$ cat config.mk
export PLATFORM = sky130hd
export DESIGN_NAME = fifo_enqueue_adapter
export DESIGN_NICKNAME = d
export VERILOG_FILES = /design/src/rtl/fifo_enqueue_adapter_pkg.sv /design/src/rtl/fifo_enqueue_adapter_sat_counter.sv /design/src/rtl/fifo_enqueue_adapter.sv
export SDC_FILE = /design/constraint.sdc
export NUM_CORES = 1
export LEC_CHECK = 0
export CORE_MARGIN = 2
export CORE_UTILIZATION = 55
export DETAILED_ROUTE_END_ITERATION = 12
export DONT_BUFFER_PORTS = 1
export GPL_TIMING_DRIVEN = 0
export PLACE_DENSITY = 0.7
export SLEW_MARGIN = 20
export SYNTH_ARGS = -nofsm -noshare
export SYNTH_HDL_FRONTEND = slang
export SYNTH_SLANG_ARGS = --single-unit
$ cat constraint.sdc
create_clock -name clk -period 4 [get_ports clk]
set_clock_uncertainty 0.1 [all_clocks]
set_input_delay 1 -clock clk [delete_from_list [all_inputs] [get_ports clk]]
set_output_delay 1 -clock clk [all_outputs]
set_load 0.01 [all_outputs]
$ cat src/rtl/fifo_enqueue_adapter_pkg.sv
// Shared types and constants for the FIFO enqueue adapter.
// State encoding and default statistics counter width.
package fifo_enqueue_adapter_pkg;

   typedef enum logic [0:0] {PASS, SKID} enq_state_t;

   localparam int STAT_W = 32;

endpackage

$ cat src/rtl/fifo_enqueue_adapter_sat_counter.sv
// Enabled up-counter that sticks at all-ones.
// Synchronous active-low reset clears it to zero.
module sat_counter #(
   parameter int WIDTH = 32
) (
   input  logic             clk,
   input  logic             rst,
   input  logic             en,
   output logic [WIDTH-1:0] count
);

   always_ff @(posedge clk) begin
      if (!rst) begin
         count <= '0;
      end else if (en && (count != {WIDTH{1'b1}})) begin
         count <= count + 1'b1;
      end
   end

endmodule

$ cat src/rtl/fifo_enqueue_adapter.sv
// Producer-side front end for the core FIFO: valid/ready in, push/potential_push out,
// with a one-entry skid so in_ready is a flop. Optional counters under FIFO_ENQ_STATS_EN.
module fifo_enqueue_adapter
   import fifo_enqueue_adapter_pkg::*;
#(
   parameter int DATA_WIDTH = 32,
   parameter int STAT_WIDTH = STAT_W
) (
   input  logic                  clk,
   input  logic                  rst,
   input  logic                  flush,
   input  logic                  in_valid,
   output logic                  in_ready,
   input  logic [DATA_WIDTH-1:0] in_data,
   input  logic                  fifo_full,
   input  logic                  fifo_pop,
   output logic                  fifo_push,
   output logic                  fifo_potential_push,
   output logic [DATA_WIDTH-1:0] fifo_data_in,
   output logic [STAT_WIDTH-1:0] stat_accepted,
   output logic [STAT_WIDTH-1:0] stat_stall
);

   enq_state_t            state;
   enq_state_t            next_state;
   logic [DATA_WIDTH-1:0] skid;
   logic                  can_push;
   logic                  hs;
   logic                  src_valid;
   logic [DATA_WIDTH-1:0] src_data;

   // A pop in the same cycle frees a slot, so full-and-draining still accepts.
   assign can_push = ~fifo_full | fifo_pop;
   assign hs       = in_valid & in_ready;

   always_comb begin
      src_valid  = 1'b0;
      src_data   = in_data;
      next_state = state;
      unique case (state)
         PASS: begin
            src_valid  = hs;
            src_data   = in_data;
            next_state = (hs && !can_push) ? SKID : PASS;
         end
         SKID: begin
            src_valid  = 1'b1;
            src_data   = skid;
            next_state = can_push ? PASS : SKID;
         end
         default: next_state = PASS;
      endcase
      if (flush) begin
         next_state = PASS;
      end
   end

   // Gated by rst so a stale SKID state cannot push while reset is held.
   assign fifo_potential_push = rst & src_valid & can_push;
   assign fifo_push           = fifo_potential_push & ~flush;
   assign fifo_data_in        = src_data;

   always_ff @(posedge clk) begin
      if (!rst) begin
         state    <= PASS;
         in_ready <= 1'b0;
      end else begin
         state    <= next_state;
         in_ready <= (next_state == PASS) & ~flush;
      end
   end

   always_ff @(posedge clk) begin
      if (state == PASS && hs && !can_push && !flush) begin
         skid <= in_data;
      end
   end

`ifdef FIFO_ENQ_STATS_EN
   sat_counter #(.WIDTH(STAT_WIDTH)) u_stat_accepted (
      .clk   (clk),
      .rst   (rst),
      .en    (hs),
      .count (stat_accepted)
   );

   sat_counter #(.WIDTH(STAT_WIDTH)) u_stat_stall (
      .clk   (clk),
      .rst   (rst),
      .en    (state == SKID),
      .count (stat_stall)
   );
`else
   assign stat_accepted = '0;
   assign stat_stall    = '0;
`endif

endmodule

==> reports/qor.yml <==
die_h_um: 65.9
yosysSeqAreaShare_pct: 47.5
ys_ff_latch: 34
fp.dieArea_mm2: 0.00434
netlist_area_mm2: 0.00211
cts_inserted_buffers: 5
status: "finished, final reports clean"
cts.hold.buffers_added: 0
wl_per_cell_um: 13.0
clkLatencyLatePin_ns: 0.28
setup-violations-final: 0
wl_mm: 3.47
coreArea_mm2: 0.00366
critPathLaunchType: "primary input"
first_pass_iters: 6
postSynthCellCount: 145
slew_headroom_pct: 61.1
yosysUniqueCellTypes: 17
diodes: 0
fp.dieW_um: 65.9
cap_violations: 0
p_leak_uw: 0.00118
cp.buffers_inverters: 0
post_cts_buffers: 0
hold_class: "reg -> reg"
place_area_mm2: 0.00245
avgViaCountPerCell: 3.97
grt_pass1_wl_mm: 4.84
setup.worst_path.start: "fifo_full"
gp_congestion: 0.671
slew_viol_final: 0
cp_data_required_time_ns: 2.90
setup.worst_path.class: "in -> out"
crit_family: "simple AND/OR/NAND/NOR gates"
worst_slew_pin_slew_ns: 0.578
drive_gt1_share_pct: 52.1
drcViolationCount: 0
cts_resized: 0
grt_max_degree: 12
final_cell_area_mm2: 0.00253
htree_levels: 2
io_buffer_count: 0
slowest_stage: "nor3b_1"
drt_iter0_drc: 19
area_delta_synth_final_pct: 20.1
tritoncts: "done"
antenna_found_initial: 0
cp.arrival_ns: 1.49
root_buffer: "clkbuf_8"
rsz0062_at_grt: "false"
via_count: 1061
overflow: 0
reg2reg_from: "state$_SDFF_PN0_"
syn-mean-instance-area_um2: 14.5
nets: 256
grt_pass1_vias: 1027
hp-start: "in_ready$_SDFF_PN0_"
place_ws_ns: 1.39
fin_tns_setup_ns: 0
fin_crit_ns: 2.59
critPathMaxFanout: 2
ir_drop_mv: 0.183
clockBufferDepth: 2
grt_util_all_layers_pct: 15.5
powerDensity_mw_per_mm2: 299
min_period_over_period_pct: 64.7
fmax_ghz: 0.386
path_clk_slew_ns: 0.07
start_util_pct: 57.6
holdWs_ns: 0.643
ios: 137
dpl.hpwl_mm: 2.90
ys_warn_count: 0
postRouteAntennaNets: 0
max_stage_delay_ns: 0.36
layout_setup_ws_ns: 1.41
hold_viol: 0
clock-sinks: 34
path_cells: "nor2b_1 > nor3b_1"
end_kind: "primary output"
rows: 22
[cell type report]
type / instances / area [µm²]
clock buffers: 5 / 68.8
flip-flops and latches: 34 / 1000
repair buffers: 3 / 33.8
plain buffers: 68 / 552
clock inverters: 3 / 16.3
well taps: 48 / 60.1
fillers: 281 / 1130
multi-input cells: 106 / 800
[per-layer routing]
layer / share of wire, % / GRT usage [%] / up-vias
met2: 53 / 26.3 / 80
met3: 14 / 8.86 / 2
met5: 0 / 0 / -
met1: 32 / 15.7 / 459
li1: - / - / 520
met4: 0.55 / 6.25 / 0
[cells in the mapped netlist]
| library cell | instances | area (µm²) |
|---|---|---|
| dfxtp_1 | 2 | 40.0 |
| nor3_1 | 1 | 5.00 |
| buf_4 | 64 | 480 |
| nand2b_1 | 2 | 12.5 |
| a21oi_2 | 1 | 8.76 |
| buf_6 | 1 | 11.3 |
| edfxtp_1 | 32 | 961 |
| buf_12 | 3 | 60.1 |
| nand2_1 | 1 | 3.75 |
| nor2b_1 | 1 | 6.26 |
| o21ba_2 | 1 | 10.0 |
| nor3b_1 | 1 | 7.51 |
| nor4b_2 | 1 | 15.0 |
| mux2_2 | 3 | 33.8 |
| nor4_2 | 1 | 12.5 |
| mux2_4 | 29 | 435 |
| conb_1 | 1 | 3.75 |
[layout by cell type, fill, tap and decap left out]
cell type,Yosys,routed
nor2b_1,1,1
conb_1,1,64
nor3_1,1,1
clkbuf_8,0,5
buf_6,1,4
a21oi_2,1,1
buf_12,3,3
nor4b_2,1,1
mux2_4,29,29
clkinv_2,0,1
nand2b_1,2,2
dfxtp_1,2,2
buf_4,64,64
o21ba_2,1,1
nor4_4,0,1
mux2_2,3,3
edfxtp_1,32,32
nor3b_1,1,1
nand2_1,1,1
clkinv_1,0,1
clkinvlp_4,0,1
[cell families after synthesis]
| group | Yosys count | share of synthesized area (%) |
|---|---|---|
| simple gates | 8 | 2.97 |
| flops | 34 | 47.5 |
| buf+inv | 68 | 26.2 |
| other cells | 1 | 0.178 |
| mux | 32 | 22.3 |
| compound gates | 2 | 0.891 |
[registers in the layout, indices dropped and copies added (netlist names)]
name / cells
in_ready: 1
skid: 32
state: 1
[path summary, 6_finish.rpt]
check | slack (ns) | to | depth (start not counted)
setup / recovery | 1.41 | fifo_potential_push | 2
hold / removal | 0.64 | state$_SDFF_PN0_ | 2
setup reg to reg | 2.05 | skid[1]$_DFFE_PP_ | 5
hold reg to reg | 0.64 | state$_SDFF_PN0_ | 2
[worst reg2reg max path: cells and delay by family, from the launching register on]
family                 cells  cell delay (ns)
AND/OR/NAND/NOR            1             0.57
flip-flops                 1             0.31
buffers and inverters      4             0.68
[where the power goes]
| group | total (µW) | internal, µW | switching [µW] |
|---|---|---|---|
| clock | 239 | 119 | 120 |
| combinational | 124 | 66.5 | 57.5 |
| sequential | 393 | 392 | 1.42 |
| total | 756 | 577 | 179 |
[through the flow]
step,total power (µW),utilization (%),std cells
4_1_cts,764,69.1,267
2_1_floorplan,516,-,208
6_report,756,69.1,267
3_3_place_gp,520,65.7,256
5_1_grt,792,69.1,267
3_5_place_dp,522,66.8,259
No activity file was read; power rests on OpenSTA's default activity.
